===== src/rtl/cpu_regs_mp.sv =====
// cpu_regs_mp: multi-port integer register file with two write-back ports,
// same-cycle forwarding, a pending-write busy scoreboard and a post-reset
// clear sweep that zeroes the storage so the array itself needs no reset.
module cpu_regs_mp #(
    parameter  int XLEN  = 32,
    parameter  int NREGS = 32,
    parameter  int NRD   = 2,
    localparam int AW    = $clog2(NREGS)
) (
    input  logic                clk,
    input  logic                rst_n,
    input  logic [1:0]          we_i,
    input  logic [2*AW-1:0]     waddr_i,
    input  logic [2*XLEN-1:0]   wdata_i,
    input  logic                set_i,
    input  logic [AW-1:0]       set_addr_i,
    input  logic                flush_i,
    input  logic [NRD*AW-1:0]   raddr_i,
    output logic [NRD*XLEN-1:0] rdata_o,
    output logic [NRD-1:0]      rbusy_o,
    output logic                ready_o
);

    typedef enum logic {INIT, RUN} state_t;

    localparam logic [AW-1:0] LAST = AW'(NREGS - 1);

    state_t           state, state_next;
    logic [AW-1:0]    cnt;
    logic [XLEN-1:0]  regs [NREGS];
    logic [NREGS-1:0] busy;

    logic [AW-1:0]    wa0, wa1;
    logic [XLEN-1:0]  wd0, wd1;
    logic [1:0]       wen;
    logic             run;
    logic             set_ok;

    assign wa0 = waddr_i[0 +: AW];
    assign wa1 = waddr_i[AW +: AW];
    assign wd0 = wdata_i[0 +: XLEN];
    assign wd1 = wdata_i[XLEN +: XLEN];
    assign run = (state == RUN);

    // Writes and issues are only accepted in RUN; x0 is never written or claimed.
    assign wen[0] = run && we_i[0] && (wa0 != '0);
    assign wen[1] = run && we_i[1] && (wa1 != '0);
    assign set_ok = run && set_i && (set_addr_i != '0);

    // State register: INIT after reset, RUN once the sweep is finished.
    always_ff @(posedge clk or negedge rst_n) begin
        if (!rst_n) state <= INIT;
        else        state <= state_next;
    end

    // Next state: leave INIT after the cycle that clears the last register.
    always_comb begin
        state_next = state;
        if (state == INIT && cnt == LAST) state_next = RUN;
    end

    // Outputs of the state machine.
    always_comb begin
        ready_o = (state == RUN);
    end

    // Sweep counter: walks every register index once after reset.
    always_ff @(posedge clk or negedge rst_n) begin
        if (!rst_n)              cnt <= '0;
        else if (state == INIT)  cnt <= cnt + AW'(1);
    end

    // Storage: zeroed by the sweep, then updated by the write ports.
    // NOTE: the array has no reset branch on purpose; the sweep provides the
    // known-zero contents, which keeps this mappable onto plain RAM cells.
    always_ff @(posedge clk) begin
        if (state == INIT) begin
            regs[cnt] <= '0;
        end else begin
            if (wen[0]) regs[wa0] <= wd0;
            if (wen[1]) regs[wa1] <= wd1;
        end
    end

    // Scoreboard: retire clears, issue sets, flush clears everything.
    // NOTE: the later non-blocking assignment to the same bit wins, so port 1
    // beats port 0 above and an issue beats a retire here.
    always_ff @(posedge clk or negedge rst_n) begin
        if (!rst_n) begin
            busy <= '0;
        end else if (run) begin
            if (flush_i) begin
                busy <= '0;
            end else begin
                if (wen[0]) busy[wa0] <= 1'b0;
                if (wen[1]) busy[wa1] <= 1'b0;
                if (set_ok) busy[set_addr_i] <= 1'b1;
            end
        end
    end

    // Read ports: x0, then write port 1 forward, then port 0, then storage.
    always_comb begin
        rdata_o = '0;
        rbusy_o = '0;
        if (run) begin
            for (int j = 0; j < NRD; j++) begin
                if (raddr_i[j*AW +: AW] == '0) begin
                    rdata_o[j*XLEN +: XLEN] = '0;
                end else if (wen[1] && wa1 == raddr_i[j*AW +: AW]) begin
                    rdata_o[j*XLEN +: XLEN] = wd1;
                end else if (wen[0] && wa0 == raddr_i[j*AW +: AW]) begin
                    rdata_o[j*XLEN +: XLEN] = wd0;
                end else begin
                    rdata_o[j*XLEN +: XLEN] = regs[raddr_i[j*AW +: AW]];
                    rbusy_o[j]              = busy[raddr_i[j*AW +: AW]];
                end
            end
        end
    end

endmodule


===== config.mk =====
export PLATFORM = sky130hd
export DESIGN_NAME = cpu_regs_mp
export DESIGN_NICKNAME = d
export VERILOG_FILES = /design/src/rtl/cpu_regs_mp.sv
export SDC_FILE = /design/constraint.sdc
export NUM_CORES = 2
export LEC_CHECK = 0
export ABC_AREA = 0
export CAP_MARGIN = 5
export CORE_MARGIN = 2
export CORE_UTILIZATION = 35
export DETAILED_ROUTE_END_ITERATION = 7
export PLACE_DENSITY = 0.5
export SLEW_MARGIN = 20
export SYNTH_ARGS = -nofsm -noshare
export SYNTH_HDL_FRONTEND = slang
export SYNTH_SLANG_ARGS = --single-unit
export TNS_END_PERCENT = 1

===== constraint.sdc =====
create_clock -name clk -period 12.4 [get_ports clk]
set_input_delay 1.86 -clock clk [delete_from_list [all_inputs] [get_ports clk]]
set_output_delay 1.86 -clock clk [all_outputs]
set_load 0.02 [all_outputs]

==> summary.md <==
| Metric | Value |
|---|---|
| Run status | completed |
| Fin cells | 7879 |
| Netlist cell types | 64 |
| Min-Delay Path Depth | 1 |
| RSZ-0062 raised after global routing | no |
| Mapped Nets | 5740 |
| Internal power | 0.006312 W |
| Die Footprint | 186500 um^2 |
| Post-DR vias/cell | 6.286 |
| Synth warnings | 0 |
| Routed via count | 49530 |
| Final period demand of the worst path | around 9000 ps |
| Initial antenna violation count | 11 |
| Min-delay src | busy[3] |
| Combined area of all synthesized cells | between 60000 and 70000 um^2 |
| Number of remaining DRC errors | 0 |
| Share of total power in combinational logic | 13.1% |
| Category of the worst setup path capture point | output pin |
| Wire length of the first global-routing pass | 370100 um |
| Dpl cells | approximately 7700 |
| Remaining global-route overflow | 0 |
| Average cell area after synthesis | 11.35 um^2 |
| Number of global-route vias before repair | 47390 |
| Hold WC Path Type | flop to flop |
| Number of buffers inserted by port buffering | between 150 and 200 |
| Number of DRC violations after detailed-routing iteration 0 | around 6800 |
| Switching power | 0.002313 W |
| Routability cong. | 0.9562 |
| Biggest area contributors in the synthesized netlist | sky130_fd_sc_hd__edfxtp_1 48%, sky130_fd_sc_hd__mux4_2 15%, sky130_fd_sc_hd__o21ai_0 7.8% |
| Setup Buffers After CTS | 0 |
| Post-synth EDFFs | 1024 |
| Pin slew with the least headroom to its limit | 1183 ps |
| Starting utilization of the core area | 35.11% |
| Share of the synthesized area in the top cell type | 47.99% |
| Worst-case headroom to the max-slew limit | 21.15% |
| Max-cap violation count | 0 |
| Peak supply drop | 0.1087 mV |
| Clock transition at the registers of the reported paths | about 60 ps |
| Most repeated cell in the gate-level netlist after synthesis | sky130_fd_sc_hd__nand2_1 |
| CTS max path bufs | 3 |
| H-Tree Level Count | 3 |
| Post-Route Hold Slack | 514.4 ps |
| Synth Instances | 5643 |
| Number of buffers inserted for hold repair after clock tree synthesis | 0 |
| Data arrival time of the worst path | 7180 ps |
| Cell area after placement | 67490 um^2 |
| Sequential cell fraction of total power | 46.0% |
| Layout Cell Area excl Fill | between 70000 and 80000 um^2 |
| Detailed Place HPWL | 151000 um |
| Data required time of the critical path | 10540 ps |
| CTS Buf Count | 119 |
| Hold Fails Final Rpt | 0 |
| Final cycle utilization of the critical path | between 70 and 80% |
| Clock latency on the worst-skew pair | about 750 ps |
| Met1 wire length | 103700 um |
| Crit path launch | raddr_i[6] |
| Number of gates resized after CTS | 0 |
| Final Util | 39.07% |
| Met2 WL post-DR | 122900 um |
| Number of standard-cell rows in the floorplan | 157 |
| FMAX | 0.1106 GHz |
| WL met3 | approximately 24000 um |
| Number of pins exceeding their max-slew limit in the final report | 0 |
| Fraction of layout instances using a drive strength above 1 | between 10% and 20% |
| Number of primary I/O pins | about 160 |
| Sw frac | 26.82% |
| Worst reg-to-reg path cell count | 8 |
| Pin count of the biggest net entering global routing | 95 |
| Overall die height | ~430 um |
| Share of synthesized area occupied by flip-flops and latches | 49.47% |
| Highest metal layer with signal wires | met5 |
| Core box area | 182500 um^2 |
| Cell Pwr Density | 121.0 nW/um^2 |
| Leakage power total | 23.64 nW |
| Synth-to-layout area growth | 11.26% |
| Highest fanout seen on the critical path | 87 |
| Final total negative setup slack | 0 ps |
| Antenna viol nets, final | 0 |
| Predominant post-synthesis flop cell | sky130_fd_sc_hd__edfxtp_1 |
| List of most frequent post-synthesis cells | 1105 x sky130_fd_sc_hd__nand2_1, 1024 x sky130_fd_sc_hd__edfxtp_1, 995 x sky130_fd_sc_hd__o21ai_0 |
| Clk Tree Root Cell | sky130_fd_sc_hd__clkbuf_16 |
| Number of nets in the layout | around 5500 |
| Flip-flop and latch count after synthesis | 1062 |
| Wire length per cell | 33.86 um |
| CTS sink count | around 1100 |
| GRT Total Usage | 28.03% |
| Share of synthesized flip-flops with an asynchronous set or reset | 3.578% |
| Startpoint of the worst register-to-register path | ready_o |
| Type of origin of the critical path | input pin |
| Cell type with the highest aggregate area in the netlist | sky130_fd_sc_hd__edfxtp_1 |
| Part of the total power dissipated in the clock network | 40.9% |
| Drt pass-1 iters | 7 |
| Kind of critical path | input pin to output pin |
| CTS tree | done |
| X dimension of the die | 431.9 um |
| Maximum clock skew at final layout | around 26 ps |
| Count of endpoints failing setup in the final report | 0 |
| Final wirelength | approximately 270000 um |
[placed cells by master, fill, tap and decap left out, drive strengths merged, types with 10 or more instances in the layout]
cell type      synthesis  layout
a21oi                 51      51
a221oi                62      62
a22oi                 16      16
a31oi                 30      30
a32oi                 12      12
a41oi                 64      64
and3                  41      41
buf                  256     175
clkbuf               442     150
clkdlybuf4s50          0     147
clkinv                 5      64
dfrtp                 38      38
edfxtp              1024    1024
inv                  124     127
mux2                 128     128
mux2i                174     174
mux4                 439     439
nand2               1105    1105
nand2b                56      56
nand3                 25      25
nor2                  36      36
nor2b                 42      42
nor3                  25      25
nor3b                 12      12
nor4                  66      66
o2111ai               64      64
o211ai                64      64
o21a                  30      30
o21ai               1022    1022
o221ai                58      58
o22a                  26      26
o22ai                 11      11
o2bb2ai               24      24
xnor2                 13      13
xor2                  10      10
[power by group through the flow]
stage	combinational [W]	sequential (W)	clock (W)
finish	0.00113	0.00397	0.00352
global route	0.00117	0.00397	0.00368
CTS	0.00111	0.00397	0.00356
detailed placement	0.00111	0.00404	0
global placement	0.00110	0.00404	0
floorplan	0.000644	0.00404	0
[metrics by stage]
stage	worst slack, ps	power (W)
detailed placement	3673	0.005151
floorplan	6533	0.004689
global placement	3648	0.005141
global route	3547	0.008824
CTS	3657	0.008634
finish	3362	0.008625
[cells by family after synthesis]
group | after synthesis | synth area share, %
flip-flops | 1062 | 49.47
multiplexers | 741 | 20.42
adder cells (fa/ha/maj) | 2 | 0.03905
buffers and inverters | 827 | 5.636
XOR/XNOR | 23 | 0.3144
AO/OA/AOI/OAI | 1558 | 14.63
AND/OR/NAND/NOR | 1430 | 9.488
[worst paths after layout]
kind	to	slack (ps)
max in group asynchronous	busy[16]	10580
setup reg to reg	regs[24][4]	8500
setup / recovery	rdata_o[52]	3360
hold reg to reg	busy[3]	510
min in group asynchronous	cnt[4]	1230
hold / removal	busy[3]	510
[sequential cells by signal, indices dropped and copies added, names as in the netlist]
name	flops
ready_o	1
busy	32
regs	1024
cnt	5
[cell type report]
class | instances | area [um^2]
fill | 17140 | 111200
sequential | 1062 | 31700
multi-input combinational | 3754 | 29490
clock buffer | 150 | 3177
tap | 2385 | 2984
timing repair buffer | 322 | 2867
clock inverter | 72 | 574.3
inverter | 129 | 488.0
antenna | 5 | 12.51
[metal layers]
metal / GRT usage [%] / vias to the layer above
met1: 36.51 / 24960
met5: 0 / -
met2: 44.26 / 2815
met3: 5.066 / 771
li1: - / 20970
met4: 15.38 / 6
[worst max-delay path, cell delays in order]
cell                              delay, ps
sky130_fd_sc_hd__buf_6                  310
sky130_fd_sc_hd__buf_12                 520
sky130_fd_sc_hd__nor2_1                 250
sky130_fd_sc_hd__a21oi_4                640
sky130_fd_sc_hd__buf_4                  710
sky130_fd_sc_hd__nand3_2                930
sky130_fd_sc_hd__o211ai_1              1030
sky130_fd_sc_hd__clkdlybuf4s50_1        750
Power figures use the tool's default switching activity.
